==> config.mk <==
export PLATFORM = sky130hd
export DESIGN_NAME = dmem_arbiter
export DESIGN_NICKNAME = d
export VERILOG_FILES = /design/src/rtl/dmem_arb_pkg.sv /design/src/rtl/rr_arb2.sv /design/src/rtl/dmem_arbiter.sv
export SDC_FILE = /design/constraint.sdc
export NUM_CORES = 1
export LEC_CHECK = 0
export ABC_AREA = 1
export BUFFER_PORTS_ARGS = -buffer_cell sky130_fd_sc_hd__buf_2
export CORE_AREA = 2 2 91 93
export CTS_CLUSTER_SIZE = 30
export DETAILED_ROUTE_END_ITERATION = 16
export DIE_AREA = 0 0 93 95
export PLACE_DENSITY = 0.76
export SLEW_MARGIN = 5
export SYNTH_ARGS = -nofsm -noshare
export SYNTH_HDL_FRONTEND = slang
export SYNTH_HIERARCHICAL = 1
export SYNTH_SLANG_ARGS = --single-unit
export TNS_END_PERCENT = 30
==> constraint.sdc <==
create_clock -name clock -period 2.1 [get_ports clock]
set_clock_uncertainty 0.05 [all_clocks]
set_input_delay 0.21 -clock clock [delete_from_list [all_inputs] [get_ports clock]]
set_output_delay 0.21 -clock clock [all_outputs]
set_load 0.005 [all_outputs]
==> src/rtl/dmem_arb_pkg.sv <==
// Shared definitions for the dmem arbiter: port indices and the stats counter width.
package dmem_arb_pkg;

    typedef logic port_idx_t;

    localparam port_idx_t PORT_CPU = 1'b0;
    localparam port_idx_t PORT_DBG = 1'b1;

    localparam int unsigned CONFLICT_W = 16;

    // Saturating increment for the contention counter.
    function automatic logic [CONFLICT_W-1:0] sat_inc(input logic [CONFLICT_W-1:0] v);
        return (&v) ? v : v + 1'b1;
    endfunction

endpackage

==> src/rtl/rr_arb2.sv <==
// Two-way round-robin grant with a registered "last granted" pointer.
// Grants are forced low while reset is asserted.
module rr_arb2
    import dmem_arb_pkg::*;
(
    input  logic       clock,
    input  logic       reset,
    input  logic [1:0] req,
    output logic [1:0] gnt
);

    port_idx_t last;

    // Grant decode: a lone requester wins, contention goes to the port that was not last served.
    always_comb begin
        gnt = 2'b00;
        if (!reset) begin
            unique case (req)
                2'b01:   gnt = 2'b01;
                2'b10:   gnt = 2'b10;
                2'b11:   gnt = (last == PORT_CPU) ? 2'b10 : 2'b01;
                default: gnt = 2'b00;
            endcase
        end
    end

    // Pointer update: starts at the debug port so the processor wins the first contention.
    always_ff @(posedge clock or posedge reset) begin
        if (reset) begin
            last <= PORT_DBG;
        end else if (gnt[0]) begin
            last <= PORT_CPU;
        end else if (gnt[1]) begin
            last <= PORT_DBG;
        end
    end

endmodule

==> src/rtl/dmem_arbiter.sv <==
// Shares the single-port dmem syncram between the processor (port 0) and the
// debug/loader master (port 1). One access per cycle, round-robin on contention,
// read data steered back to the issuing port one cycle after its grant.
// Optional contention statistics are compiled in with DMEM_ARB_STATS_EN.
module dmem_arbiter
    import dmem_arb_pkg::*;
#(
    parameter int unsigned ADDR_W = 12,
    parameter int unsigned DATA_W = 32
) (
    input  logic              clock,
    input  logic              reset,
    input  logic              req0,
    input  logic              req1,
    input  logic              wren0,
    input  logic              wren1,
    input  logic [ADDR_W-1:0] address0,
    input  logic [ADDR_W-1:0] address1,
    input  logic [DATA_W-1:0] data0,
    input  logic [DATA_W-1:0] data1,
    output logic              gnt0,
    output logic              gnt1,
    output logic              rvalid0,
    output logic              rvalid1,
    output logic [DATA_W-1:0] q0,
    output logic [DATA_W-1:0] q1,
    output logic [ADDR_W-1:0] address_dmem,
    output logic [DATA_W-1:0] data,
    output logic              wren,
    input  logic [DATA_W-1:0] q_dmem
`ifdef DMEM_ARB_STATS_EN
    ,
    output logic [CONFLICT_W-1:0] conflict_count
`endif
);

    logic [1:0]        gnt;
    logic              any_gnt;
    port_idx_t         sel_port;
    logic              sel_wren;
    logic [ADDR_W-1:0] sel_addr;
    logic [DATA_W-1:0] sel_data;
    logic [ADDR_W-1:0] hold_addr;
    logic [DATA_W-1:0] hold_data;
    logic              rd_pend;
    port_idx_t         rd_owner;

    rr_arb2 u_rr_arb2 (
        .clock (clock),
        .reset (reset),
        .req   ({req1, req0}),
        .gnt   (gnt)
    );

    assign gnt0    = gnt[0];
    assign gnt1    = gnt[1];
    assign any_gnt = |gnt;

    // Select the granted port's command fields.
    always_comb begin
        sel_port = gnt[1] ? PORT_DBG : PORT_CPU;
        sel_wren = (sel_port == PORT_DBG) ? wren1    : wren0;
        sel_addr = (sel_port == PORT_DBG) ? address1 : address0;
        sel_data = (sel_port == PORT_DBG) ? data1    : data0;
    end

    // Memory drive: granted command, otherwise park on the last address/data with wren low.
    always_comb begin
        address_dmem = hold_addr;
        data         = hold_data;
        wren         = 1'b0;
        if (any_gnt) begin
            address_dmem = sel_addr;
            data         = sel_data;
            wren         = sel_wren;
        end
    end

    // Remember the last driven address/data so the idle bus does not toggle.
    always_ff @(posedge clock or posedge reset) begin
        if (reset) begin
            hold_addr <= '0;
            hold_data <= '0;
        end else if (any_gnt) begin
            hold_addr <= sel_addr;
            hold_data <= sel_data;
        end
    end

    // Track the read in flight; reset discards it for good.
    always_ff @(posedge clock or posedge reset) begin
        if (reset) begin
            rd_pend  <= 1'b0;
            rd_owner <= PORT_CPU;
        end else begin
            rd_pend <= any_gnt && !sel_wren;
            if (any_gnt) begin
                rd_owner <= sel_port;
            end
        end
    end

    // Steer the syncram output to the owner; the other port sees zero.
    always_comb begin
        rvalid0 = rd_pend && (rd_owner == PORT_CPU);
        rvalid1 = rd_pend && (rd_owner == PORT_DBG);
        q0      = rvalid0 ? q_dmem : '0;
        q1      = rvalid1 ? q_dmem : '0;
    end

`ifdef DMEM_ARB_STATS_EN
    // Count cycles with both ports requesting, saturating at all-ones.
    always_ff @(posedge clock or posedge reset) begin
        if (reset) begin
            conflict_count <= '0;
        end else if (req0 && req1) begin
            conflict_count <= sat_inc(conflict_count);
        end
    end
`endif

endmodule

==> impl_metrics.json <==
{
  "hold_start": "data1[20]",
  "overflow": 0,
  "synth.largest_area_cell": "dfrtp_1",
  "synth_seq_cells": 47,
  "arrival_ns": 1.76,
  "vias_per_cell": 4.77,
  "ys.flop_type": "dfrtp_1",
  "grt_usage": 0.198,
  "slew_viol_final": 0,
  "layout.nets": 733,
  "grt_max_degree": 47,
  "placed_cells": 695,
  "wl_per_cell_um": 14.3,
  "yosysSeqAreaShare": 0.464,
  "insertion_delay_ns": 0.29,
  "slew_headroom": 0.702,
  "syn_inst": 366,
  "hold_path_class": "in -> reg",
  "final_common_cell": "buf_2",
  "hpwl_um": 7350,
  "num_antenna_cells": 0,
  "ir_drop_uv": 279,
  "status": "completed",
  "first_pass_iters": 4,
  "tritoncts": "done",
  "ys_warn_count": 6,
  "worstMarginPinSlew_ns": 0.445,
  "p_leak_uw": 0.00269,
  "rsz0062_at_grt": "true",
  "start_kind": "flip-flop",
  "layout_common_cells": "buf_2, nand2_1, nor2_1",
  "grt_pass1_wl_um": 13800,
  "antenna_found_initial": 0,
  "die-area_um2": 8840,
  "initial_core_util": 0.320,
  "clockRootBuffer": "clkbuf_8",
  "clock_path_buffers": 2,
  "startpoint": "u_rr_arb2/last",
  "final_cells": 713,
  "powerDensity_nw_per_um2": 635,
  "die_h_um": 95,
  "grt_pass1_vias": 3009,
  "globalplace.congestion": 0.811,
  "worstSetupPathType": "reg -> out",
  "worstPathRequired_ns": 1.84,
  "core_region_area_um2": 7930,
  "synthArstFlopShare": 1.00,
  "design_area_um2": 4250,
  "drive_gt1_frac": 0.503,
  "crit_fanout": 6,
  "htreeDepth": 2,
  "fp-row-count": 33,
  "period_minus_slack_ns": 2.02,
  "vias": 3401,
  "hold_viol": 0,
  "post-route-period-util": 0.964,
  "r2r_start": "u_rr_arb2/last",
  "timing.final.ws_setup_ns": 0.0755,
  "ff2ff_setup_slack_ns": 0.50,
  "die_w_um": 93,
  "cts_sinks": 47,
  "finalSetupTns_ns": 0,
  "synth.area.top_cells": "dfrtp_1, nand3_1, nand2_1, nor2_1, inv_1",
  "fmax_mhz": 494,
  "drt-total-wl_um": 10200,
  "io_pins": 239,
  "drcViolationCount": 0,
  "synth_top_area_frac": 0.454,
  "placed_area_um2": 3830,
  "syn-num-nets": 492,
  "syn-cell-area_um2": 2540,
  "drtIter0Drc": 153,
  "ant_nets": 0,
  "synth.distinct_cells": 18,
  "setup_viol": 0,
  "synth_edf_count": 0,
  "endpoint_kind": "output pin",
  "clkTransAtPathRegs_ns": 0.09,
  "cts_made_buffers": 5,
  "area_delta_synth_final_pct": 67.7,
  "avgSynthCellArea_um2": 6.93,
  "cap_violations": 0,
  "place_ws_ns": 0.270,
  "portBuffers": 238
}
[report_power, final]
| group | internal, uW | switching [uW] |
|---|---|---|
| logic | 426 | 502 |
| clock network | 357 | 291 |
| registers | 1070 | 55.3 |
| total | 1850 | 848 |
[sequential cells by signal, summed over array words and instances (netlist names)]
name and cells:
hold_addr 12, hold_data 32, rd_owner 1, rd_pend 1
u_rr_arb2/last 1
[worst paths after layout]
path,depth (start not counted),endpoint
worst max-delay path,8,data[16]
worst min-delay path,3,hold_data[20]
worst max register to register,8,hold_addr[1]
worst min register to register,2,hold_addr[9]
max in group asynchronous,4,hold_addr[0]
min in group asynchronous,3,hold_addr[11]
[cell usage after synthesis (3+ instances only)]
master / n
nor2_1: 65
dfrtp_1: 46
inv_1: 35
nand2_1: 96
nand3_1: 89
buf_1: 4
clkbuf_1: 3
inv_2: 4
buf_2: 15
[critical path, stage by stage, from the launching register on]
cell and delay [ns]:
dfstp_2 0.56, inv_2 0.05, a21oi_4 0.22, nor2_4 0.06, buf_12 0.14, clkbuf_16 0.16
nand2_1 0.08, nand3_2 0.07, buf_2 0.13
[per-layer routing]
layer  vias to the layer above  GRT usage  routed length (um)
li1                       1620          -                   -
met1                      1572      0.225                3800
met2                       195      0.365                5370
met3                        14     0.0407                 830
met4                         0     0.0723                 226
met5                         -          0                   0
[repair_timing]
item,in CTS,in global routing
setup buffers,0,2
gates cloned,0,5
setup endpoints to repair,45,45
pin swaps,0,2
hold buffers,3,0
endpoints found under the hold margin,11,0
gates resized for setup,2,42
[cells by family (layout without fill, tap and decap cells)]
logic type | count (synthesis) | after routing | share of synthesized area
AO/OA/AOI/OAI | 3 | 3 | 0.00740
buffers and inverters | 64 | 306 | 0.108
AND/OR/NAND/NOR | 252 | 252 | 0.421
flip-flops | 47 | 47 | 0.464
[per-stage QoR]
stage	util	hold slack, ns	power (uW)
after floorplan	-	0.0639	1520
after global placement	0.484	0.129	1930
after detailed placement	0.484	0.123	1950
after CTS	0.502	0.0879	2610
after global routing	0.537	0.0853	2900
final	0.537	0.0955	2700
[layout make-up]
| type | instances | area, um2 |
|---|---|---|
| clock buffer | 7 | 76.3 |
| clock inverter | 1 | 30.0 |
| fill | 779 | 3670 |
| inverter | 40 | 160 |
| multi-input combinational | 255 | 1240 |
| sequential | 47 | 1180 |
| tap | 105 | 131 |
| timing repair buffer | 258 | 1440 |
No activity file was read; power rests on OpenSTA's default activity.
